==> src/rtl/arb_requester.sv <==
// Requester-side agent for the 8-way rotating-priority arbiter: queues burst
// commands, requests one granted beat per cycle, and flags starvation/protocol faults.
module arb_requester #(
    parameter int LEN_W   = 4,
    parameter int DEPTH   = 4,
    parameter int TIMEOUT = 64
) (
    input  logic             clk,
    input  logic             rst,
    input  logic             cmd_valid,
    output logic             cmd_ready,
    input  logic [LEN_W-1:0] cmd_len,
    output logic             req,
    input  logic             gnt,
    output logic             beat,
    output logic             done,
    output logic             busy,
    output logic             starve,
    output logic             proto_err
);
    localparam int                PTR_W     = $clog2(DEPTH);
    localparam int                WAIT_W    = $clog2(TIMEOUT) + 1;
    localparam logic [PTR_W:0]    PTR_ONE   = (PTR_W+1)'(1);
    localparam logic [WAIT_W-1:0] WAIT_ONE  = WAIT_W'(1);
    localparam logic [WAIT_W-1:0] WAIT_MAX  = '1;
    localparam logic [WAIT_W-1:0] WAIT_TRIP = WAIT_W'(TIMEOUT - 1);
    localparam logic [LEN_W-1:0]  LEN_ONE   = LEN_W'(1);
    localparam logic [LEN_W-1:0]  LEN_ZERO  = '0;

    typedef enum logic {
        IDLE,
        ACTIVE
    } state_t;

    state_t state, state_nxt;

    logic [LEN_W-1:0] mem [DEPTH];
    logic [PTR_W:0]   wr_ptr, rd_ptr;
    logic             empty, full, push, pop;
    logic [LEN_W-1:0] head_len;

    logic [LEN_W-1:0]  beats_left;
    logic              req_q;
    logic [WAIT_W-1:0] wait_cnt, wait_nxt;
    logic              active, last_beat;

    // Command FIFO: the extra pointer bit tells full from empty.
    assign empty    = (wr_ptr == rd_ptr);
    assign full     = (wr_ptr[PTR_W] != rd_ptr[PTR_W]) &&
                      (wr_ptr[PTR_W-1:0] == rd_ptr[PTR_W-1:0]);
    assign push     = cmd_valid && !full;
    assign pop      = (state == IDLE) && !empty;
    assign head_len = mem[rd_ptr[PTR_W-1:0]];

    always_ff @(posedge clk) begin
        if (rst) begin
            wr_ptr <= '0;
            rd_ptr <= '0;
        end else begin
            if (push) wr_ptr <= wr_ptr + PTR_ONE;
            if (pop)  rd_ptr <= rd_ptr + PTR_ONE;
        end
    end

    // NOTE: storage is not reset; the pointers alone decide which entries are valid.
    always_ff @(posedge clk) begin
        if (push) mem[wr_ptr[PTR_W-1:0]] <= cmd_len;
    end

    always_ff @(posedge clk) begin
        if (rst) state <= IDLE;
        else     state <= state_nxt;
    end

    // A zero-length command is popped and dropped without leaving IDLE.
    always_comb begin
        state_nxt = state;
        case (state)
            IDLE:    if (pop && head_len != LEN_ZERO) state_nxt = ACTIVE;
            ACTIVE:  if (last_beat)                   state_nxt = IDLE;
            default: state_nxt = IDLE;
        endcase
    end

    // req drops combinationally on the last granted beat so no stray grant follows.
    always_comb begin
        // NOTE: every output gets a default first so no latch can be inferred.
        active    = (state == ACTIVE);
        beat      = active && gnt && req_q;
        last_beat = beat && (beats_left == LEN_ONE);
        req       = active && !last_beat;
        done      = last_beat;
        busy      = active || !empty;
        cmd_ready = !full;
    end

    always_comb begin
        wait_nxt = wait_cnt;
        if (!active || beat)
            wait_nxt = '0;
        else if (req_q && wait_cnt != WAIT_MAX)
            wait_nxt = wait_cnt + WAIT_ONE;
    end

    // NOTE: non-blocking assignments so every register samples pre-edge values.
    always_ff @(posedge clk) begin
        if (rst) begin
            beats_left <= '0;
            req_q      <= 1'b0;
            wait_cnt   <= '0;
            starve     <= 1'b0;
            proto_err  <= 1'b0;
        end else begin
            req_q    <= req;
            wait_cnt <= wait_nxt;
            if (wait_nxt == WAIT_TRIP) starve    <= 1'b1;
            if (gnt && !req_q)         proto_err <= 1'b1;
            if (pop)
                beats_left <= head_len;
            else if (beat)
                beats_left <= beats_left - LEN_ONE;
        end
    end

endmodule

==> config.mk <==
export PLATFORM = sky130hd
export DESIGN_NAME = arb_requester
export DESIGN_NICKNAME = d
export VERILOG_FILES = /design/src/rtl/arb_requester.sv
export SDC_FILE = /design/constraint.sdc
export NUM_CORES = 1
export LEC_CHECK = 0
export ABC_AREA = 1
export CAP_MARGIN = 0
export CORE_ASPECT_RATIO = 0.75
export CORE_MARGIN = 2
export CORE_UTILIZATION = 60
export CTS_CLUSTER_DIAMETER = 150
export DETAILED_ROUTE_END_ITERATION = 8
export PLACE_DENSITY = 0.86
export SLEW_MARGIN = 40
export SYNTH_ARGS = -nofsm -noshare
export SYNTH_HDL_FRONTEND = slang
export SYNTH_SLANG_ARGS = --single-unit
export TNS_END_PERCENT = 30
==> constraint.sdc <==
create_clock -name clk -period 3.9 [get_ports clk]
set_input_delay 0.975 -clock clk [delete_from_list [all_inputs] [get_ports clk]]
set_output_delay 0.975 -clock clk [all_outputs]
set_load 0.02 [all_outputs]
Word level (Yosys, flattened, before mapping)

Memories as Yosys holds them, arrays and structs flattened. A register that Yosys moved wholly into a read port is not among the register bits.
Index checks and enable logic that the tools add are counted.

Register bits after elaboration: 21
Bits in latches: 0
Memory bits (writable): 16
Memory bits (read-only): 0
Bits of input ports: 8
Output and inout port bits: 7
Logic and storage cells: 50
Memories kept: 1

$add $sub $neg: 4
Multiply operators: 0
Divide/modulo/power cells: 0
$lt $le $gt $ge: 0
Eq/ne operators: 6
Shifts and indexed selects: 0
Muxes and demuxes: 11
Bitwise operators: 1
Reduce and logical (&&, ||, !) cells: 19

Memory list:

| name | depth | bits a word | read ports | clocked after Yosys merged registers in | write ports | RTL line | text |
|---|---|---|---|---|---|---|---|
| mem  | 4     | 4           | 1          | 1                                       | 1           | 37       | `logic [LEN_W-1:0] mem [DEPTH];` |

Operators by type and width:

| kind                | count |
|---|---|
| $mux 7              | 2 |
| $logic_and 1x1->1   | 10 |
| $mux 4              | 2 |
| $add 7x1->7 const B | 1 |
| $eq 7x6->1 const B  | 1 |
| $ne 7x7->1 const B  | 1 |
| $add 3x1->3 const B | 2 |
| $logic_not 1->1     | 5 |
| $eq 4x1->1 const B  | 1 |
| $mux 1              | 4 |
| $mux 2              | 2 |
| $reduce_bool 4->1   | 1 |
| $sub 4x1->4 const B | 1 |
| $eq 3x3->1          | 1 |
| $eq 2x2->1          | 1 |
| $logic_or 1x1->1    | 2 |
| $pmux 1 s2          | 1 |
| $reduce_bool 2->1   | 1 |
| $ne 1x1->1          | 1 |
| $not 1->1           | 1 |

Logic depth before layout (Yosys ltp)

Gate-level depths: netlist of run 1.

Depth after elaboration: 6
Mapped depth: 11
Mapped depth without buffers: 11

Worst setup path after synthesis of run 1

OpenSTA, ideal clock, no wires.

Kind: input port to output port
Start point: input gnt
End point: output req
Arrival: 2.059 ns
Data required time: 2.925 ns
Slack: 0.866 ns
Stages: 3
Path buffers: 0
Path through: nand3_4 > nor4_1 > nor2_1

Longest elaborated chain between the ends: 5

Ends and longest elaborated chain:

| what                            | RTL line | text |
|---|---|---|
| start, declared                 | 14       | `input logic gnt,` |
| $logic_and 1x1->1 (2 in series) | 89       | `beat = active && gnt && req_q;` |
| $logic_and 1x1->1               | 90       | `last_beat = beat && (beats_left == LEN_ONE);` |
| named net done                  | 16       | `output logic done,` |
| $logic_not 1->1                 | 91       | `req = active && !last_beat;` |
| $logic_and 1x1->1               | 91       |  |
| end, declared                   | 13       | `output logic req,` |

The timed path passes the listed nets, and every way through them passes these cells.

Worst setup path in the final report of run 1

Start point: input gnt
End point: output done

Longest elaborated chain between the ends: 3

Ends and longest elaborated chain:

| what                            | RTL line |
|---|---|
| $logic_and 1x1->1 (2 in series) | 89 |
| $logic_and 1x1->1               | 90 |
| end, declared                   | 16 |

No other way between the ends.

==> metrics.md, run 1 <==
| Metric | Value |
|---|---|
| Status | finished clean |
| Residual DRC count | 0 |
| Layout cell share with drive strength beyond 1 | under 10% |
| Number of antenna diodes | 0 |
| Filler cell count | 234 |
| Post-layout util | between 70% and 80% |
| Final #Nets | ~240 |
| Die ar. | 3574 um2 |
| GP Congestion | 0.9096 |
| Die height | approximately 52 um |
| Detailed router's first-iteration violation count | 91 |
| Seq/Total Area, Yosys | between 50 and 60% |
| CP Max Fanout | 6 |
| Core region area | about 3000 um2 |
| Footprint of the multi-input gates | ~780 um2 |
| Gr usage total | about 23% |
| Clk sinks | 39 |
| RSZ-0062 raised after global routing | false |
| Min Tclk post-route | around 3.6 ns |
| Primary FF master, synth | dfxtp_1 |
| Crit start category | input port |
| Clock Latency Late Sink | a little under 0.3 ns |
| #FFs+latches synth | 39 |
| Vias in the first global route | roughly 1300 |
| Req. time, crit path | 2.92 ns |
| Largest net degree at the start of global routing | 13 |
| TritonCTS buffer count | 5 |
| Clk_skew | roughly 0.013 ns |
| Unique masters post-synth | 28 |
| Most frequent cells after synthesis | 29 x inv_1, 29 x nand2_1, 26 x nor2_1 |
| Num rows | 17 |
| DR pass1 iterations | 4 |
| Crit Path Category | in2out |
| GRT overflow | 0 |
| CTS root buf | clkbuf_8 |
| CTS tree | yes |
| Gate Count Post-Synth | approximately 210 |
| Top cells by area, synth | edfxtp_1 26%, dfxtp_1 25%, inv_1 5.8% |
| Clk slew on worst S/H paths | about 0.060 ns |
| Period Utilization, post-route | just over 90% |
| DPL Wire Length | 2523 um |
| Hold-fix buffers at CTS | 0 |
| # Post-CTS Setup Buffers | 0 |
| Synth top area share | around a quarter |
| Clock buffer depth | 2 |
| Largest area contributor in the netlist | edfxtp_1 |
| Hold Fails Final Rpt | 0 |
| Slew of the pin with the lowest slew margin | between 0.4 and 0.5 ns |
| Yosys warns | 0 |
| H-Tree Depth | 2 |
| P&R area growth vs syn | 13.15% |
| EDFF count, synth | 16 |
| # resized after CTS | 0 |
| Vias | 1404 |
| Total wire length | around 3400 um |
| Worst setup EP type | output pin |
| Synthesized cell area | approximately 1900 um2 |
| Max_cap viols | 0 |
| Starting Density | between 60% and 70% |
| Syn_nets | between 200 and 250 |
| I/O Pins | 15 |
| Initial antenna violation count | 0 |
| Fmax | between 200 and 300 MHz |
| P_leak | 0.0008193 uW |
| Setup ws final | between 0.3 and 0.4 ns |
| WL/cell | ~13 um |
| Max IR drop VDD | roughly 0.35 mV |
| Mean post-synth cell area | 8.963 um2 |
| Finish-stage setup viols | 0 |
| Share of synthesized flip-flops with an asynchronous set or reset | 0% |
| Pins Over Slew Limit | 0 |
| Pwr Density | approximately 550 nW/um2 |
| Slew HR | between 70 and 80% |
| Register Area | between 900 and 1000 um2 |
| Hold Path Class | reg2reg |
| Post-Place Setup Slack | about 0.33 ns |
| Crit path arrival time | 2.59 ns |
| Global-route wire length before repair | approximately 5800 um |
| Antenna-violating nets left | 0 |
| Input/output buffers | 14 |
| Via/cell ratio | roughly 5.3 |
| Setup TNS | 0 ns |
| Die X | 68.37 um |
per-layer routing:
layer	vias to the layer above	share of wire (%)	track usage [%]
met4	0	1.2	9.333
met5	-	0	0
met3	4	7.0	7.097
met1	633	49	32.96
met2	48	43	32.85
li1	719	-	-
per-stage QoR:
| step | power [uW] | instance area, um2 | std cells | hold slack [ns] |
|---|---|---|---|---|
| CTS | 1173 | 2110 | 265 | 0.4748 |
| detailed placement | 909.7 | 2024 | 257 | 0.4636 |
| floorplan | 805.8 | 1864 | 208 | 0.4426 |
| finish | 1170 | 2110 | 265 | 0.4707 |
| global placement | 897.0 | 2024 | 257 | 0.4491 |
| global route | 1249 | 2110 | 265 | 0.4884 |
worst paths after layout:
| check | startpoint | end | slack [ns] | cells past startpoint |
|---|---|---|---|---|
| worst min-delay path | starve | starve | 0.47 | 2 |
| worst min register to register | starve | starve | 0.47 | 2 |
| worst max register to register | wait_cnt[0] | starve | 2.29 | 9 |
| worst max-delay path | gnt | done | 0.34 | 4 |
registers in the layout (all words and copies together), names as in the netlist, named ones only:
name	cells
wait_cnt	7
wr_ptr	3
proto_err	1
rd_ptr	3
beats_left	4
req_q	1
active	1
mem	16
starve	1
critical path, cell delays in order:
cell	delay [ns]
clkdlybuf4s50_1	0.52
nand3_4	0.12
nor4_1	0.29
clkdlybuf4s50_1	0.68
logic make-up after synthesis:
logic type | after synthesis | synth area share (%)
buffers and inverters | 34 | 7.717
adder cells (fa/ha/maj) | 8 | 5.369
XOR/XNOR | 7 | 3.289
AND/OR/NAND/NOR | 86 | 22.82
AO/OA/AOI/OAI | 34 | 10.34
flip-flops | 39 | 50.47
cells in the final DEF, fill, tap and decap left out, types with 8 or more instances in the layout:
cell type        netlist  layout
inv_1                 29      29
nand2_1               29      29
nor2_1                26      26
dfxtp_1               23      23
o21ai_0               16      16
edfxtp_1              16      16
clkdlybuf4s50_1        0      14
nand3_1               12      12
a21oi_1                9       9
ha_1                   8       8
cell type report:
cell class	instances	share of cell area, %
Inverter	31	5.516
Timing Repair Buffer	14	6.643
Clock buffer	6	3.440
Clock inverter	2	0.5931
Multi-Input combinational cell	135	36.95
Sequential cell	39	44.60
Tap cell	38	2.254
power by group:
| part | switching, uW | internal, uW | total, uW |
|---|---|---|---|
| clock | 133 | 125 | 258 |
| sequential | 62.3 | 484 | 546 |
| combinational | 224 | 142 | 366 |
| total | 419 | 751 | 1170 |
No activity file was read; power rests on OpenSTA's default activity.
==> run 2, diff against run 1 <==
--- a/config.mk
+++ b/config.mk
@@ -10,6 +10,7 @@
 export CORE_ASPECT_RATIO = 0.75
 export CORE_MARGIN = 2
 export CORE_UTILIZATION = 60
+export CTS_BUF_LIST = sky130_fd_sc_hd__clkbuf_4 sky130_fd_sc_hd__clkbuf_8
 export CTS_CLUSTER_DIAMETER = 150
 export DETAILED_ROUTE_END_ITERATION = 8
 export PLACE_DENSITY = 0.86
==> run 2 against run 1 <==
  * Cell count is the same
  * Routed wire length grew 1.7%
  * Sequential share of layout area shrank 0.079 points
  * Count of clock-buffer cells in the layout is the same
==> metrics.md, run 2 (synthesis gave the netlist of run 1 again) <==
| Metric | Value |
|---|---|
| TritonCTS buffer count | 5 |
| Slowest CP cell | clkdlybuf4s50_1 |
| Dpl cell area | roughly 2000 um2 |
| Core region area | 2957 um2 |
| Period Utilization, post-route | between 90% and 100% |
| I/O Pins | 15 |
| Clock buffer depth | 2 |
| Initial antenna violation count | 0 |
| Req. time, crit path | approximately 2.9 ns |
| Slew HR | 70.39% |
| Number of antenna diodes | 0 |
| Clk slew on worst S/H paths | roughly 0.060 ns |
| Hold Fails Final Rpt | 0 |
| WL/cell | roughly 13 um |
| Starting Density | about 63% |
| Design area | approximately 2100 um2 |
| WP buf/inv | 2 |
| Die ar. | ~3600 um2 |
| # Post-CTS Setup Buffers | 0 |
| Slew of the pin with the lowest slew margin | about 0.44 ns |
| Hold Path Class | reg2reg |
| Total wire length | approximately 3500 um |
| DPL Wire Length | around 2500 um |
| Critical path, cell by cell | clkdlybuf4s50_1 -> nand3_4 -> nor4_1 -> clkdlybuf4s50_1 |
| Fmax | between 200 and 300 MHz |
| Input/output buffers | 14 |
| Max reg flops | 16 |
| Clk_skew | between 0.01 and 0.015 ns |
| Global-route wire length before repair | 5837 um |
| Gr usage total | around 23% |
| Layout cell share with drive strength beyond 1 | 9.251% |
| Max IR drop VDD | between 0.3 and 0.4 mV |
| Die height | ~52 um |
| Clk sinks | 39 |
| Setup TNS | 0 ns |
| Num rows | 17 |
| Final #Nets | about 240 |
| CTS tree | yes |
| Slowest stage delay, CP | about 0.68 ns |
| CTS root buf | clkbuf_8 |
| Min Tclk post-route | between 3 and 4 ns |
| P_leak | a little over 0.0008 uW |
| CP most frequent cell | clkdlybuf4s50_1 |
| # resized after CTS | 0 |
| Vias in the first global route | between 1000 and 1500 |
| GP Congestion | around 0.9 |
| Antenna-violating nets left | 0 |
| Clock Latency Late Sink | slightly below 0.3 ns |
| RSZ-0062 raised after global routing | false |
| H-Tree Depth | 2 |
| Largest net degree at the start of global routing | 13 |
| Via/cell ratio | 5.309 |
| Detailed router's first-iteration violation count | 89 |
| Finish-stage setup viols | 0 |
| Filler cell count | between 200 and 250 |
| Crit path arrival time | around 2.6 ns |
| Max_cap viols | 0 |
| Vias | 1407 |
| Worst setup EP type | output pin |
| Most frequent cells in the layout | 29 x inv_1, 29 x nand2_1, 26 x nor2_1, 23 x dfxtp_1 |
| Crit-path leading delay family | buffers and inverters |
| Die X | 68.37 um |
| Status | finished clean |
| GRT overflow | 0 |
| Crit Path Category | in2out |
| DR pass1 iterations | 4 |
| Crit start category | input port |
| Residual DRC count | 0 |
| Hold-fix buffers at CTS | 0 |
| P&R area growth vs syn | 13.36% |
| Pwr Density | about 560 nW/um2 |
| Pins Over Slew Limit | 0 |
| CP Max Fanout | 6 |
==> run 2: changes by cell type in the layout (fill, tap and decap cells not counted) <==
cell / delta
clkbuf_4: +1
clkbuf_1: -1
==> run 2: stage by stage <==
step           hold WS (ns)  util, %  setup WS, ns  total power, uW  cells
5_1_grt              0.4884    71.48        0.2609             1256    265
2_1_floorplan        0.4426        -        0.8660            805.8    208
3_5_place_dp         0.4636    68.47        0.3270            909.7    257
4_1_cts              0.4748    71.48        0.3216             1181    265
6_report             0.4707    71.48        0.3393             1183    265
3_3_place_gp         0.4491    68.47        0.3802            897.0    257
==> run 2: tightest hold or removal path, delay by kind of cell, from the launching register on <==
| kind | cells | cell delay, ns |
|---|---|---|
| DFF | 1 | 0.31 |
| buffers and inverters | 1 | 0.06 |
| AOI/OAI and AO/OA | 1 | 0.05 |
==> run 2: final timing paths <==
check,from,endpoint,slack [ns],depth (start not counted)
setup / recovery,gnt,done,0.34,4
hold / removal,starve,starve,0.47,2
setup reg to reg,wait_cnt[0],starve,2.28,9
hold reg to reg,starve,starve,0.47,2
==> run 2: area by class of cell <==
type / count / area (um2) / share of cell area, %
Sequential cell: 39 / 940.9 / 44.52
Inverter: 31 / 116.4 / 5.506
Timing Repair Buffer: 14 / 140.1 / 6.631
Multi-Input combinational cell: 135 / 779.5 / 36.89
Clock buffer: 6 / 76.32 / 3.612
Tap cell: 38 / 47.55 / 2.250
Clock inverter: 2 / 12.51 / 0.5921
==> run 2: layer usage <==
metal  track usage [%]  up-vias  wire (um)
li1                  -      720          -
met1             32.96      641       1768
met2             33.01       39       1479
met3             7.097        7        184
met4             9.333        0         54
met5                 0        -          0
==> run 2: where the power goes <==
part | switching [uW] | internal, uW
combinational | 225 | 142
sequential | 63.3 | 484
clock | 136 | 132
total | 425 | 758
==> run 3, diff against run 2 <==
--- a/config.mk
+++ b/config.mk
@@ -13,7 +13,7 @@
 export CTS_BUF_LIST = sky130_fd_sc_hd__clkbuf_4 sky130_fd_sc_hd__clkbuf_8
 export CTS_CLUSTER_DIAMETER = 150
 export DETAILED_ROUTE_END_ITERATION = 8
-export PLACE_DENSITY = 0.86
+export PLACE_DENSITY_LB_ADDON = 0.12
 export SLEW_MARGIN = 40
 export SYNTH_ARGS = -nofsm -noshare
 export SYNTH_HDL_FRONTEND = slang
==> run 3 against run 2 <==
  * First-iteration DRC count rose by 29%
  * Hold slack got worse by 0.0099 ns
  * Cell count rose by 0.38%
  * Design area rose by 0.35%
  * Die area did not move
  * Count of clock-buffer cells in the layout did not move
  * Critical path type unchanged
  * Critical endpoint unchanged
  * Largest cell class unchanged
  * Highest routed layer unchanged
==> metrics.md, run 3 (synthesis gave the netlist of run 1 again) <==
| Metric | Value |
|---|---|
| Setup TNS | 0 ns |
| Req. time, crit path | about 2.9 ns |
| Part of the power in the clock network | between 20% and 30% |
| Via/cell ratio | ~5.3 |
| Detailed router's first-iteration violation count | 115 |
| # Post-CTS Setup Buffers | 0 |
| Clk_skew | approximately 0.0074 ns |
| Seq pwr share | a little under half |
| Input/output buffers | 14 |
| Top sig layer | met4 |
| Hold Fails Final Rpt | 0 |
| Worst setup EP type | output pin |
| Met3 routed WL | between 150 and 200 um |
| Finish-stage setup viols | 0 |
| CTS tree | yes |
| Die X | between 60 and 70 um |
| Global-route wire length before repair | around 6000 um |
| Period Utilization, post-route | roughly 90% |
| Switch share | 35.88% |
| Vias in the first global route | 1338 |
| Layout cell share with drive strength beyond 1 | slightly below 10% |
| I/O Pins | 15 |
| R2r setup slk | roughly 2.3 ns |
| WL/cell | 13.32 um |
| Clk sinks | 39 |
| Post-Place Setup Slack | slightly below 0.3 ns |
| Pins Over Slew Limit | 0 |
| Die ar. | between 3000 and 4000 um2 |
| GP Congestion | slightly below 0.9 |
| P_leak | a little over 0.0008 uW |
| Core region area | between 2000 and 3000 um2 |
| # resized after CTS | 0 |
| Die height | around 52 um |
| Initial antenna violation count | 0 |
| Crit Path Category | in2out |
| Crit start category | input port |
| Residual DRC count | 0 |
| Largest net degree at the start of global routing | 13 |
| Gr usage total | 24.51% |
| Most frequent cells in the layout | 29 x inv_1, 29 x nand2_1, 26 x nor2_1, 23 x dfxtp_1 |
| Status | finished clean |
| Filler cell count | between 200 and 250 |
| RSZ-0062 raised after global routing | false |
| Met2 wire len | 1525 um |
| Max reg flops | 16 |
| Hold-fix buffers at CTS | 0 |
| Final #Nets | roughly 240 |
| Crit path arrival time | 2.62 ns |
| GRT overflow | 0 |
| Num rows | 17 |
| Clock buffer depth | 2 |
| TritonCTS buffer count | 5 |
| CTS root buf | clkbuf_8 |
| Slowest stage delay, CP | 0.68 ns |
| Antenna-violating nets left | 0 |
| Min Tclk post-route | around 3.6 ns |
| Max IR drop VDD | just under 0.5 mV |
| Total wire length | 3544 um |
| Slowest CP cell | clkdlybuf4s50_1 |
| Hold Path Class | reg2reg |
| CP Max Fanout | 6 |
| P&R area growth vs syn | 13.76% |
| DRT met1 WL | around 1800 um |
| Slew of the pin with the lowest slew margin | approximately 0.4 ns |
| Clk slew on worst S/H paths | roughly 0.070 ns |
| Setup ws final | around 0.3 ns |
| Slew HR | between 70% and 80% |
| CP most frequent cell | clkdlybuf4s50_1 |
| Vias | between 1000 and 1500 |
| Sw Pwr | 426.1 uW |
| H-Tree Depth | 2 |
| Starting Density | approximately 63% |
| Critical path, cell by cell | clkdlybuf4s50_1 -> nand3_4 -> nor4_1 -> clkdlybuf4s50_1 |
| Fmax | ~280 MHz |
| DPL Wire Length | roughly 2600 um |
| Clock Latency Late Sink | roughly 0.3 ns |
| P_int | ~760 uW |
| DR pass1 iterations | 4 |
| Max_cap viols | 0 |
| Comb pwr share | a little under a third |
| Pwr Density | between 500 and 600 nW/um2 |
| Number of antenna diodes | 0 |
run 3: worst max-delay path: cells and delay by family:
| family | cells | cell delay, ns |
|---|---|---|
| buf+inv | 2 | 1.20 |
| simple gates | 2 | 0.44 |
run 3: cell type report:
class	count	area, um2	share of cell area [%]
Tap cell	38	47.55	2.242
Sequential cell	39	940.9	44.37
Clock inverter	2	12.51	0.5900
Multi-Input combinational cell	135	779.5	36.76
Clock buffer	6	76.32	3.599
Inverter	31	116.4	5.487
Timing Repair Buffer	15	147.6	6.962
run 3: stage by stage:
step | cells | hold WS [ns] | power, uW | cell area [um2] | util [%]
global placement | 258 | 0.4471 | 899.1 | 2032 | 68.73
finish | 266 | 0.4609 | 1187 | 2121 | 71.73
floorplan | 208 | 0.4426 | 805.8 | 1864 | -
global route | 266 | 0.4732 | 1264 | 2121 | 71.73
detailed placement | 258 | 0.4492 | 918.8 | 2032 | 68.73
CTS | 266 | 0.4603 | 1191 | 2121 | 71.73
run 3: final timing paths:
path	startpoint	endpoint	depth (start not counted)
worst max-delay path	gnt	done	4
worst max register to register	wait_cnt[0]	starve	11
worst min register to register	starve	starve	2
worst min-delay path	starve	starve	2
run 3: metal layers:
layer | up-vias | GRT usage [%]
met5 | - | 0
met4 | 0 | 10.00
met3 | 7 | 8.387
met2 | 31 | 36.89
met1 | 651 | 32.35
li1 | 721 | -
run 3: power groups by stage:
stage               clock, uW  combinational (uW)  sequential (uW)
floorplan                   0                 278              528
global placement            0                 356              543
detailed placement          0                 373              545
CTS                       278                 377              536
global route              292                 428              544
finish                    273                 379              536
